### config.mk
export PLATFORM = sky130hd
export DESIGN_NAME = dsn_rom_reader
export DESIGN_NICKNAME = d
export VERILOG_FILES = /design/src/rtl/dsn_rom_reader.sv
export SDC_FILE = /design/constraint.sdc
export NUM_CORES = 1
export LEC_CHECK = 0
export CAP_MARGIN = 10
export CORE_MARGIN = 5
export CORE_UTILIZATION = 40
export DETAILED_ROUTE_END_ITERATION = 7
export PLACE_DENSITY_LB_ADDON = 0.25
export SLEW_MARGIN = 20
export SYNTH_ARGS = -nofsm -noshare
export SYNTH_HDL_FRONTEND = slang
export SYNTH_SLANG_ARGS = --single-unit
### constraint.sdc
create_clock -name clock -period 3.8 [get_ports clock]
set_input_delay 0.95 -clock clock [delete_from_list [all_inputs] [get_ports clock]]
set_output_delay 0.95 -clock clock [all_outputs]
set_load 0.02 [all_outputs]
### src/rtl/dsn_rom_reader.sv
// 1-Wire DSN reader: reset/presence, Read ROM (0x33), 64-bit ROM read and CRC-8 check on one channel.
// Latency: start-to-done = 1 + T_INIT + T_RREC + 72*T_SLOT + 1 clocks; shorter on abort.
// Handshake: level start; done held until start falls, so a held start never retriggers.
module dsn_rom_reader #(
    parameter int NCH     = 3,
    parameter int CHW     = 2,
    parameter int CNTW    = 16,
    parameter int T_INIT  = 36000,
    parameter int T_PRES  = 2800,
    parameter int T_RREC  = 20000,
    parameter int T_SLOT  = 4800,
    parameter int T_W0    = 4080,
    parameter int T_W1    = 64,
    parameter int T_RDLAT = 480
) (
    input  logic            clock,
    input  logic            global_reset,
    input  logic            start,
    input  logic [CHW-1:0]  ch_sel,
    input  logic [NCH-1:0]  dsn_in,
    output logic [NCH-1:0]  dsn_oe,
    output logic            busy,
    output logic            done,
    output logic            present,
    output logic            crc_ok,
    output logic [63:0]     dsn_data
);

    localparam logic [7:0] CMD_READ_ROM = 8'h33;
    localparam logic [7:0] CRC_POLY     = 8'h8C;

    typedef enum logic [2:0] {
        S_IDLE,
        S_INIT,
        S_PRES,
        S_WBIT,
        S_RBIT,
        S_CHECK,
        S_UNSTART
    } state_t;

    state_t          state;
    state_t          state_nxt;
    logic [CNTW-1:0] cnt;
    logic [5:0]      bit_idx;
    logic [CHW-1:0]  ch;
    logic [7:0]      crc;

    logic            cnt_clr;
    logic            bit_inc;
    logic            bit_clr;
    logic            drive;
    logic            line_in;
    logic            ch_sel_valid;
    logic            wr_bit;
    logic [CNTW-1:0] wr_low;
    logic            fb;
    logic [7:0]      crc_upd;

    logic            init_end;
    logic            pres_smp;
    logic            rrec_end;
    logic            slot_end;
    logic            rd_smp;

    assign init_end = (cnt == CNTW'(T_INIT - 1));
    assign pres_smp = (cnt == CNTW'(T_PRES));
    assign rrec_end = (cnt == CNTW'(T_RREC - 1));
    assign slot_end = (cnt == CNTW'(T_SLOT - 1));
    assign rd_smp   = (cnt == CNTW'(T_RDLAT));

    assign ch_sel_valid = (int'(ch_sel) < NCH);
    assign wr_bit       = CMD_READ_ROM[bit_idx[2:0]];
    assign wr_low       = wr_bit ? CNTW'(T_W1) : CNTW'(T_W0);

    // Level of the latched channel; an invalid channel reads as an idle (high) line.
    always_comb begin
        line_in = 1'b1;
        for (int i = 0; i < NCH; i++) begin
            if (ch == CHW'(i)) begin
                line_in = dsn_in[i];
            end
        end
    end

    assign fb      = crc[0] ^ line_in;
    assign crc_upd = {1'b0, crc[7:1]} ^ (fb ? CRC_POLY : 8'h00);

    always_ff @(posedge clock or posedge global_reset) begin
        if (global_reset) begin
            state <= S_IDLE;
        end else begin
            state <= state_nxt;
        end
    end

    always_comb begin
        state_nxt = state;
        cnt_clr   = 1'b0;
        bit_inc   = 1'b0;
        bit_clr   = 1'b0;
        drive     = 1'b0;
        case (state)
            S_IDLE: begin
                cnt_clr = 1'b1;
                bit_clr = 1'b1;
                if (start) begin
                    state_nxt = ch_sel_valid ? S_INIT : S_CHECK;
                end
            end
            S_INIT: begin
                drive = 1'b1;
                if (init_end) begin
                    cnt_clr   = 1'b1;
                    state_nxt = S_PRES;
                end
            end
            S_PRES: begin
                if (rrec_end) begin
                    cnt_clr   = 1'b1;
                    bit_clr   = 1'b1;
                    state_nxt = present ? S_WBIT : S_CHECK;
                end
            end
            S_WBIT: begin
                drive = (cnt < wr_low);
                if (slot_end) begin
                    cnt_clr = 1'b1;
                    if (bit_idx == 6'd7) begin
                        bit_clr   = 1'b1;
                        state_nxt = S_RBIT;
                    end else begin
                        bit_inc = 1'b1;
                    end
                end
            end
            S_RBIT: begin
                drive = (cnt < CNTW'(T_W1));
                if (slot_end) begin
                    cnt_clr = 1'b1;
                    if (bit_idx == 6'd63) begin
                        bit_clr   = 1'b1;
                        state_nxt = S_CHECK;
                    end else begin
                        bit_inc = 1'b1;
                    end
                end
            end
            S_CHECK: begin
                cnt_clr   = 1'b1;
                state_nxt = S_UNSTART;
            end
            S_UNSTART: begin
                cnt_clr = 1'b1;
                if (!start) begin
                    state_nxt = S_IDLE;
                end
            end
            default: begin
                cnt_clr   = 1'b1;
                bit_clr   = 1'b1;
                state_nxt = S_IDLE;
            end
        endcase
    end

    // Pin drive depends only on registered state, so async reset releases the pin immediately.
    always_comb begin
        dsn_oe = '0;
        for (int i = 0; i < NCH; i++) begin
            dsn_oe[i] = drive && (ch == CHW'(i));
        end
    end

    assign busy = (state != S_IDLE) && (state != S_UNSTART);
    assign done = (state == S_UNSTART);

    always_ff @(posedge clock or posedge global_reset) begin
        if (global_reset) begin
            cnt     <= '0;
            bit_idx <= '0;
        end else begin
            if (cnt_clr) begin
                cnt <= '0;
            end else begin
                cnt <= cnt + 1'b1;
            end
            if (bit_clr) begin
                bit_idx <= '0;
            end else if (bit_inc) begin
                bit_idx <= bit_idx + 1'b1;
            end
        end
    end

    always_ff @(posedge clock or posedge global_reset) begin
        if (global_reset) begin
            ch       <= '0;
            crc      <= '0;
            present  <= 1'b0;
            crc_ok   <= 1'b0;
            dsn_data <= '0;
        end else begin
            if (state == S_IDLE && start) begin
                ch       <= ch_sel;
                crc      <= '0;
                present  <= 1'b0;
                crc_ok   <= 1'b0;
                dsn_data <= '0;
            end
            if (state == S_PRES && pres_smp) begin
                present <= ~line_in;
            end
            // ROM arrives LSB first: shifting right leaves the first bit in bit 0.
            if (state == S_RBIT && rd_smp) begin
                dsn_data <= {line_in, dsn_data[63:1]};
                crc      <= crc_upd;
            end
            if (state == S_CHECK) begin
                crc_ok <= present & (crc == 8'h00);
            end
        end
    end

endmodule

After elaboration in Yosys (flattened, before gate mapping)
Memories as Yosys holds them, arrays and structs flattened.
Cells that the tools add are included.

operators by class
  $add $sub $neg = 2
  $lt $le $gt $ge = 4
  reductions and logical operators = 18
  bitwise gates (word level) = 4
  equality and inequality tests = 24
  multiplexer cells = 42

operators with widths
  kind                                                         number
  two-way mux 64 bit                                           2
  two-way mux 3 bit                                            10
  two-way mux 8 bit                                            3
  case mux 3 bit (7 select lines)                              1
  two-way mux 1 bit                                            18
  adder 16 x 1 -> 16 bit, second input constant                1
  equality test 16 x 12 -> 1 bit, second input constant        1
  equality test 16 x 13 -> 1 bit, second input constant        1
  equality test 16 x 15 -> 1 bit, second input constant        1
  equality test 16 bit, second input constant                  1
  equality test 16 x 9 -> 1 bit, second input constant         1
  less-than comparator 16 x 12 -> 1 bit                        1
  less-than comparator 16 x 7 -> 1 bit, second input constant  1
  two-way mux 16 bit                                           1
  != test 2 bit, second input constant                         8
  two-way mux 12 bit                                           1
  two-way mux 6 bit                                            2
  equality test 3 bit, second input constant                   3
  zero test 8 bit                                              1
  AND reduction 8 bit                                          1
  nonzero test 2 bit                                           4
  XOR 7 x 8 -> 8 bit                                           1
  logical AND 1 bit                                            7
  adder 6 x 1 -> 6 bit, second input constant                  1
  20 further kinds                                             22

word-level totals
  word-level logic and storage cells = 103
  bits of input ports = 8
  register bits = 101
  memories = 1
  output and inout bits = 71
  bits in read-only memories = 8

memories
  memory           words  bits a word  read ports  clocked after Yosys merged registers in  write ports  RTL line  source
  (no name shown)  8      1            1           0                                        0            73        assign wr_bit = CMD_READ_ROM[bit_idx[2:0]];

Depth between registers and ports, before layout
  depth in word-level cells = 8
  mapped depth = 9
  gate-level depth less buffers = 7

Worst setup path before layout
Ideal clock, no wire load.

  kind = register -> output
  from = register state[0]
  to = output dsn_oe[0]
  arrival = 1992 ps
  required time = 2850 ps
  cell stages (with the launch flop) = 6
  path slack = 858 ps
  path buffers = 0
  cell sequence = dfrtp_1 > or3b_1 > or4_4 > nor2_1 > nor2_1 > a211oi_1

between the ends
  word-level cells in the longest chain between the ends = 3
  elaborated cells on any way between the ends = 5
  classes of those cells = eq/ne: 3; mux: 1; reduce/logical: 1

RTL lines
  what                                         RTL line  source
  from (decl)                                  42        state_t state;
  from (signal assigned)                       93        state <= state_nxt;
  equality test 3 bit (tied with other cells)  103       case (state)
  case mux 1 bit (3 select lines) (*)          103
  logical AND 1 bit (*)                        171       dsn_oe[i] = drive && (ch == CHW'(i));
  to (decl)                                    21        output logic [NCH-1:0] dsn_oe,

Every way passes the cells marked *; elsewhere a longest branch is shown, timed or not.

Worst setup path in the final report
  from = register state[2]
  to = output dsn_oe[2]

The elaborated chain is that of the path after synthesis.

==> impl_metrics.toml <==
[run_status]
outcome = "finished clean"

[yosys]
yosys_warnings = 0
ys_top_cells_by_area = "dfrtp_1, nand2_1, nand3_1, xor2_1, ha_1"
synth_edf_count = 0
synthesis.nets = 556
synth_commonest_cells = "nand2_1, dfrtp_1, nand3_1"
synthFlopType = "dfrtp_1"
synth.top_cell.area_share_pct = 52.0
synthCells = 539
syn_area_per_cell_sq_um = 9.01
synth.ff_latch_count = 101
synth_top_area_cell = "dfrtp_1"
post-synth-top-count-cell = "nand2_1"
yosysSeqAreaShare_pct = 52.0
synth.distinct_cells = 45
syn-cell-area_sq_mm = 0.00486
async_flop_share_pct = 100

[global_route]
gr-usage-all-layers_pct = 16.2
grt_pass1_vias = 3785
grt_max_degree = 76
grt_pass1_wl_um = 19000
grt_antenna_before_repair = 0
overflow = 0

[route]
dr.pass1.iters = 4
wl_um = 11300
avgViaCountPerCell = 5.28
post-route-drc-count = 0
drtAntennaViolNets = 0
wl_per_cell_um = 15.0
num_vias = 3978
drtIter0Drc = 341

[hold_path]
hp-start = "dsn_data[7]"
min_path_type = "reg2reg"
hold_end = "dsn_data[6]"
min_path_cells = 2

[cts]
cts_made_buffers = 9
cts_root_buf = "clkbuf_16"
cts_tree = "done"
clock_path_buffers = 2
clock_sinks = 101
ctsHoldBuffers = 0
insertion_delay_ns = 0.35
h-tree-depth = 3
clkTransAtPathRegs_ns = 0.07

[place]
hpwl_um = 7720
port_buffers = 78
gp_congestion = 0.888
placed_area_sq_mm = 0.00577

[power_and_ir_drop]
swShare_pct = 31.7
powerDensity_mw_per_mm2 = 456
p_leak_nw = 2.90
power_frac_seq_pct = 42.9
combPwrFrac_pct = 23.5
internal-power_mw = 1.89
clkPwrFrac_pct = 33.6
p_sw_mw = 0.878
peakVddDrop_mv = 0.225

[sta]
finalCritPeriodShare_pct = 96.1
tightest_slew_ns = 0.924
hold_viol = 0
skew_ns = 0.00860
rsz0062_at_grt = "false"
drv_slew = 0
slew_headroom_pct = 37.9
final.min_clock_period_ns = 3.65
max_freq_mhz = 274
setup_tns_ns = 0
setup_viol = 0

[final_layout]
final_area_sq_mm = 0.00607
multi_input_comb_area_sq_mm = 0.00211
nets = 618
drive_gt1_share_pct = 6.27
final-seq-area_sq_mm = 0.00253
syn_to_final_growth_pct = 25.0
fill_cells = 1108
antenna_cells = 0

[setup_path]
r2r_end = "crc[2]"
cp.arrival_ns = 2.70
crit_path_start = "state[2]"
cpPeakStageDelay_ns = 0.61
crit_family = "simple AND/OR/NAND/NOR gates"
cp_num_cells = 6
path_buf_inv = 1
slowest_stage = "clkdlybuf4s50_1"
rr_startpoint = "state[2]"
crit_path_end_kind = "primary output"
crit_required_ns = 2.85
crit_chain = "or3b_1, or4_4, nor2_1, nor2_1, a21oi_1, clkdlybuf4s50_1"
crit_top_cell = "nor2_1"
regToRegSetupSlack_ns = 1.07
cp_max_fo = 11
rr_worst_depth = 5
path_class = "reg2out"
start_kind = "register"

[floorplanning]
core_sq_mm = 0.0120
die_height_um = 120
dieArea_sq_mm = 0.0145
die_w_um = 120
start_util_pct = 40.6
rows = 40
io_pins = 79

[flow_run]
drv_cap = 0
## area by class of cell
class / count / share of cell area [%]
Clock buffer: 9 / 3.71
Clock inverter: 7 / 1.20
Inverter: 8 / 0.536
Multi-Input combinational cell: 392 / 34.8
Sequential cell: 101 / 41.6
Tap cell: 147 / 3.03
Timing Repair Buffer: 89 / 15.1
## cell families (layout without fill, tap and decap cells)
group	Yosys count	after routing	share of synthesized area (%)
compound gates	33	33	4.33
xor+xnor	18	18	3.24
fa+ha+maj	9	9	2.32
buf+inv	46	113	4.58
flops	101	101	52.0
mux	8	8	1.75
simple gates	324	324	31.8
## cell usage in the layout, fill, tap and decap left out, types with 2 or more instances in the layout
master | Yosys | final
a21o_1 | 2 | 2
a21oi_1 | 11 | 11
a22oi_1 | 2 | 2
a31oi_1 | 2 | 2
and3_1 | 6 | 6
and3b_1 | 2 | 2
and4_1 | 3 | 3
buf_12 | 0 | 4
buf_4 | 0 | 7
clkbuf_16 | 0 | 9
clkdlybuf4s50_1 | 0 | 77
clkinv_2 | 0 | 2
clkinvlp_4 | 0 | 2
dfrtp_1 | 101 | 100
ha_1 | 9 | 9
inv_1 | 8 | 7
inv_6 | 0 | 2
mux2_2 | 4 | 4
mux2i_1 | 4 | 4
nand2_1 | 155 | 155
nand2b_1 | 4 | 4
nand3_1 | 85 | 84
nand3b_1 | 2 | 2
nand4_1 | 11 | 11
nor2_1 | 19 | 19
nor3_1 | 13 | 13
nor3b_1 | 4 | 4
nor4_1 | 5 | 5
nor4b_1 | 5 | 5
nor4bb_1 | 3 | 3
o211ai_1 | 3 | 3
o21ai_0 | 6 | 6
or4_4 | 2 | 2
xnor2_1 | 5 | 5
xor2_1 | 13 | 13
## routing by layer
| metal | vias up | global-route usage (%) | part of all wire (%) |
|---|---|---|---|
| met1 | 1896 | 23.3 | 49 |
| met3 | 14 | 3.65 | 5.0 |
| li1 | 1961 | - | - |
| met4 | 0 | 6.59 | 1.7 |
| met5 | - | 0 | 0 |
| met2 | 107 | 23.7 | 45 |
## flip-flops by register name (all words and copies together), names as in the netlist
name and flops:
bit_idx 6, cnt 16, present 1, dsn_data 64
state 3, crc 8, ch 2, crc_ok 1
## power groups by stage
stage	clock network [mW]	logic, mW	registers, mW
5_1_grt	0.996	0.727	1.20
6_report	0.930	0.651	1.19
3_5_place_dp	0	0.659	1.21
3_3_place_gp	0	0.648	1.21
4_1_cts	0.956	0.660	1.19
2_1_floorplan	0	0.458	1.19
## worst max-delay path by stage
stage,endpoint,slack [ns]
2_1_floorplan,bit_idx[0],0.20
3_3_place_gp,dsn_oe[0],0.38
3_5_place_dp,dsn_oe[0],0.35
4_1_cts,dsn_oe[0],0.03
5_1_grt,dsn_oe[1],0.03
6_report,dsn_oe[2],0.15
## worst register-to-register path, stage by stage, from the launching register on
cell and delay, ns:
dfrtp_2 0.45, or3b_1 0.47, or4_4 0.49, or4_4 0.85, nand3_1 0.21, o21ai_0 0.11
## repair_timing
action / in CTS / in global routing
endpoints found under the setup margin: 1 / 1
setup buffers: 0 / 0
gates resized for setup: 1 / 1
## through the flow
step                power (mW)  util [%]  cells  setup WS (ns)  hold slack, ns
floorplan                 1.65         -    539          0.203           0.468
CTS                       2.80      50.7    753         0.0316           0.503
finish                    2.77      50.8    753          0.147           0.494
detailed placement        1.87      48.2    737          0.350           0.486
global route              2.92      50.8    753         0.0325           0.540
global placement          1.85      48.2    737          0.381           0.470
Note: power is estimated with default switching activity, not from simulation.
==> edit 1 (same settings) <==
Put a register stage on the outputs `busy` and `done`, with the module's reset. The values now appear one clock later. The other outputs are not delayed to match. Comments in the files are not updated.
--- a/src/rtl/dsn_rom_reader.sv
+++ b/src/rtl/dsn_rom_reader.sv
@@ -172,8 +172,15 @@
         end
     end
 
-    assign busy = (state != S_IDLE) && (state != S_UNSTART);
-    assign done = (state == S_UNSTART);
+    always_ff @(posedge clock or posedge global_reset) begin
+        if (global_reset) begin
+            busy <= '0;
+            done <= '0;
+        end else begin
+            busy <= (state != S_IDLE) && (state != S_UNSTART);
+            done <= (state == S_UNSTART);
+        end
+    end
 
     always_ff @(posedge clock or posedge global_reset) begin
         if (global_reset) begin
Formal check against the unedited RTL: not equivalent (Yosys sat finds a counterexample within 4 cycles, from zero or initial values and one cycle with global_reset high).
==> edit 1 against the unedited design <==
- cell count is 1.1% higher
- area after synthesis is 0.18% lower
- worst setup slack better by 0.29 ns
- cell area is 0.60% higher
- sequential cell count grew 2
- critical path depth up 3
- core utilization is 0.30 points higher
- first-iteration DRC count fell by 46%
- routed wire length up 0.22%
- maximum frequency rose by 8.5%
- non-clock buffer count shrank 3
- largest cell class unchanged
Power is not compared: it rests on default switching activity, and its combinational part moved more than twofold at a synthesized area within 25%.
==> edit 1: results (changes against the unedited design) <==
Finish
  – Ratio of cells with drive above 1 in the final layout: 6.68% (+0.41 points)
  – Nets@finish: 626 (+1.3%)
  – Fill count: 1141 (+3.0%)
  – Final instance area: 6110 um^2 (+0.60%)

Routing
  – Vias per inst: 5.30 (+0.42%)
  – Pre-antenna DRT Iters: 4 (unchanged)
  – Vias after detailed routing: 4037 (+1.5%)
  – Initial drt markers: 185 (-46%)
  – Total routed wirelength: 11300 um (+0.22%)

Clock tree
  – # H-tree levels: 3 (unchanged)
  – Root buffer cell: clkbuf_16
  – Max Root-Sink Buffers: 2 (unchanged)
  – Post-CTS Setup Bufs: 0 (unchanged)

Worst setup path
  – CP max stage delay: 0.41 ns (-0.20 ns)
  – Crit path arrival time: 2.42 ns (-0.28 ns)
  – Slowest CP cell: dfrtp_1
  – Worst-path fanout max: 7 (-4)
  – CP top delay family: compound AO/OA/AOI/OAI gates

Yosys
  – Post-synthesis xor/xnor area fraction: 3.25% (+0.0059 points)
  – Register area share after synthesis: 53.1% (+1.1 points)
  – Synth Area in Compound Gates: 5.24% (+0.91 points)
  – Synth Instances: 544 (+0.93%)
  – Most frequent cells after synthesis: nand2_1 (153), dfrtp_1 (103), nand3_1 (88), nor2_1 (35), clkbuf_1 (21)
  – Asr flop ratio synth: 100% (unchanged)
  – Netlist cell types: 53 (+18%)
  – Post-synth EDFFs: 0 (unchanged)
  – Post-synth net total: 561 (+0.90%)
  – Multiplexer share of the synthesized area: 0.671% (-1.1 points)
  – Adder and majority cell fraction of the synthesized area: 2.32% (+0.0042 points)
  – Main area contributors after synthesis: dfrtp_1 (53%), nand2_1 (12%), nand3_1 (9.1%)

STA
  – Slew Limit Headroom: 50.4% (+12 points)
  – Clk_skew: 0.00803 ns (-0.000564 ns)

Place
  – Final RePlAce weighted congestion: 0.893 (+0.59%)
  – Detail Placement HPWL: 7790 um (+0.88%)
  – Buffers on Ports: 78 (unchanged)
  – Pre-CTS WS: 0.343 ns (-0.00664 ns)
  – Placed insts: 745 (+1.1%)
  – Dpl cell area: 5780 um^2 (+0.13%)

Global routing
  – Met2 usage: 25.9% (+2.1 points)
  – First-pass GRT wire length: 19500 um (+2.5%)
  – Routing usage on met1: 21.5% (-1.8 points)
  – Met3 usage: 5.28% (+1.6 points)
  – Largest net degree at the start of global routing: 76 (unchanged)
  – Gr usage total: 16.5% (+0.31 points)

Power and ir drop
  – Comb pwr: 0.0405 mW
  – Switch share: 21.7%

Min path
  – Hold/Removal Path Class: reg2reg

Status
  – Status: complete, no violations
edit 1: changes by cell type after synthesis, sizes merged, moves of 4 or more:
cell | unedited run | this run
nor4b | 5 | 1
or4 | 2 | 7
nor3 | 13 | 8
nor2 | 19 | 35
nand4 | 11 | 3
nor2b | 1 | 6
o21ai | 6 | 12
nand3 | 85 | 89
edit 1: layout make-up:
class                           count  area share, %
Inverter                            9          0.594
Tap cell                          147           3.01
Sequential cell                   103           42.2
Clock inverter                      6           1.27
Clock buffer                       10           3.91
Multi-Input combinational cell    400           34.7
Timing Repair Buffer               86           14.3
edit 1: layer usage:
layer	vias to the layer above	wire, um
met3	21	724
met4	0	246
li1	1967	-
met5	-	0
met1	1939	5170
met2	110	5200
edit 1: worst register-to-register path: stages (launching register included):
cell	delay, ns
dfrtp_1	0.40
ha_1	0.25
nand3_4	0.13
or4_4	0.53
or4_4	0.55
a211oi_4	0.25
buf_4	0.20
or2_1	0.31
nor2_1	0.10
edit 1: worst paths after layout:
check | to | start | slack [ns] | cells past startpoint
max | dsn_oe[2] | bit_idx[1] | 0.43 | 9
min | dsn_data[0] | dsn_data[0] | 0.49 | 2
max reg2reg | cnt[3] | cnt[0] | 0.95 | 8
max in group asynchronous | dsn_data[3] | global_reset | 2.07 | 3
min in group asynchronous | cnt[5] | global_reset | 1.02 | 2
min reg2reg | dsn_data[0] | dsn_data[0] | 0.49 | 2
edit 1: timing repair:
item | 4_1_cts | 5_1_grt
setup endpoints to repair | 2 | 3
gates resized for setup | 1 | 3
gates cloned | 0 | 0
==> edit 2 (same settings) <==
Made on the original files. Change the parameter `CNTW` from 16 to 32.
--- a/src/rtl/dsn_rom_reader.sv
+++ b/src/rtl/dsn_rom_reader.sv
@@ -4,7 +4,7 @@
 module dsn_rom_reader #(
     parameter int NCH     = 3,
     parameter int CHW     = 2,
-    parameter int CNTW    = 16,
+    parameter int CNTW    = 32,
     parameter int T_INIT  = 36000,
     parameter int T_PRES  = 2800,
     parameter int T_RREC  = 20000,
Check against the original RTL: same outputs for any inputs over 10 cycles, from zero or initial values and one cycle with global_reset high; that may be too few to reach the edited logic, so the function may still have changed.
==> edit 2 against the unedited design <==
- first-iteration DRC count grew 34%
- sequential cell count grew 16
- worst setup slack gained 0.13 ns
- cell area grew 19%
- count of clock-buffer cells in the layout grew 14
- routed wire length grew 23%
- area after synthesis grew 17%
- highest routed layer unchanged
Power is not compared: it rests on default switching activity, and its combinational part moved more than twofold at a synthesized area within 25%.
==> edit 2: results (changes against the unedited design) <==
Worst setup path
  – R2r worst-path depth: 7 (+2)
  – CP startpoint: bit_idx[1]
  – CP max stage delay: 0.43 ns (-0.18 ns)
  – CP top delay family: compound AO/OA/AOI/OAI gates
  – R2r setup slk: 1.23 ns (+0.16 ns)
  – R2R Path Start: state[0]

Finish
  – Register Area: 2930 um^2 (+16%)
  – ClkCell Share: 7.69% (+2.8 points)
  – Final core utilization: 51.9% (+1.2 points)
  – Top flop regs: dsn_data x64, cnt x32, crc x8
  – Multi-Input Combinational: 475 (+21%)
  – Number of clock buffers in the layout: 23 (+14)

Yosys
  – Register area share after synthesis: 51.7% (-0.34 points)
  – Adder and majority cell fraction of the synthesized area: 1.99% (-0.33 points)
  – Synth Area in Compound Gates: 6.10% (+1.8 points)
  – Post-synth net total: 654 (+18%)
  – Most frequent cells after synthesis: nand2_1 (156), dfrtp_1 (117), nand3_1 (98), nor2_1 (51), clkbuf_1 (25)

Routing
  – Vias per inst: 5.33 (+0.84%)
  – Total routed wirelength: 13900 um (+23%)

Global routing
  – Met2 usage: 27.3% (+3.6 points)

Place
  – Dpl cell area: 6650 um^2 (+15%)
  – Detail Placement HPWL: 9290 um (+20%)

STA
  – Final period utilization: 92.6% (-3.5 points)
  – Slew Limit Headroom: 35.4% (-2.6 points)

Clock tree
  – Worst-path clk slew: 0.05 ns (-0.02 ns)
  – Worst-Skew Late Latency: 0.42 ns (+0.07 ns)

Status
  – Status: complete, no violations

Min path
  – Hold endpoint: dsn_data[0]
edit 2: changes by cell type after synthesis, moves of 4 or more:
cell     delta
nor2_1     +32
nand3_1    +13
o21ai_0     +8
dfrtp_1    +16
o31ai_1     +4
nor2b_1     +4
a21oi_1     -4
xnor2_1     +6
xor2_1     +10
buf_6       -6
edit 2: power groups by stage:
stage / Combinational (mW) / Sequential [mW] / Clock [mW]
final: 0.0439 / 1.25 / 1.49
after floorplan: 0.0236 / 1.27 / 0
after detailed placement: 0.0464 / 1.27 / 0
after global routing: 0.0525 / 1.25 / 1.59
after CTS: 0.0470 / 1.25 / 1.52
after global placement: 0.0454 / 1.27 / 0
edit 2: routing by layer:
layer	part of all wire [%]	vias up
li1	-	2326
met1	45	2349
met2	48	106
met3	4.3	24
met4	2.0	0
met5	0	-
edit 2: repair_timing:
action,4_1_cts,5_1_grt
pin swaps,0,0
gates resized for setup,3,12
endpoints found under the setup margin,3,3
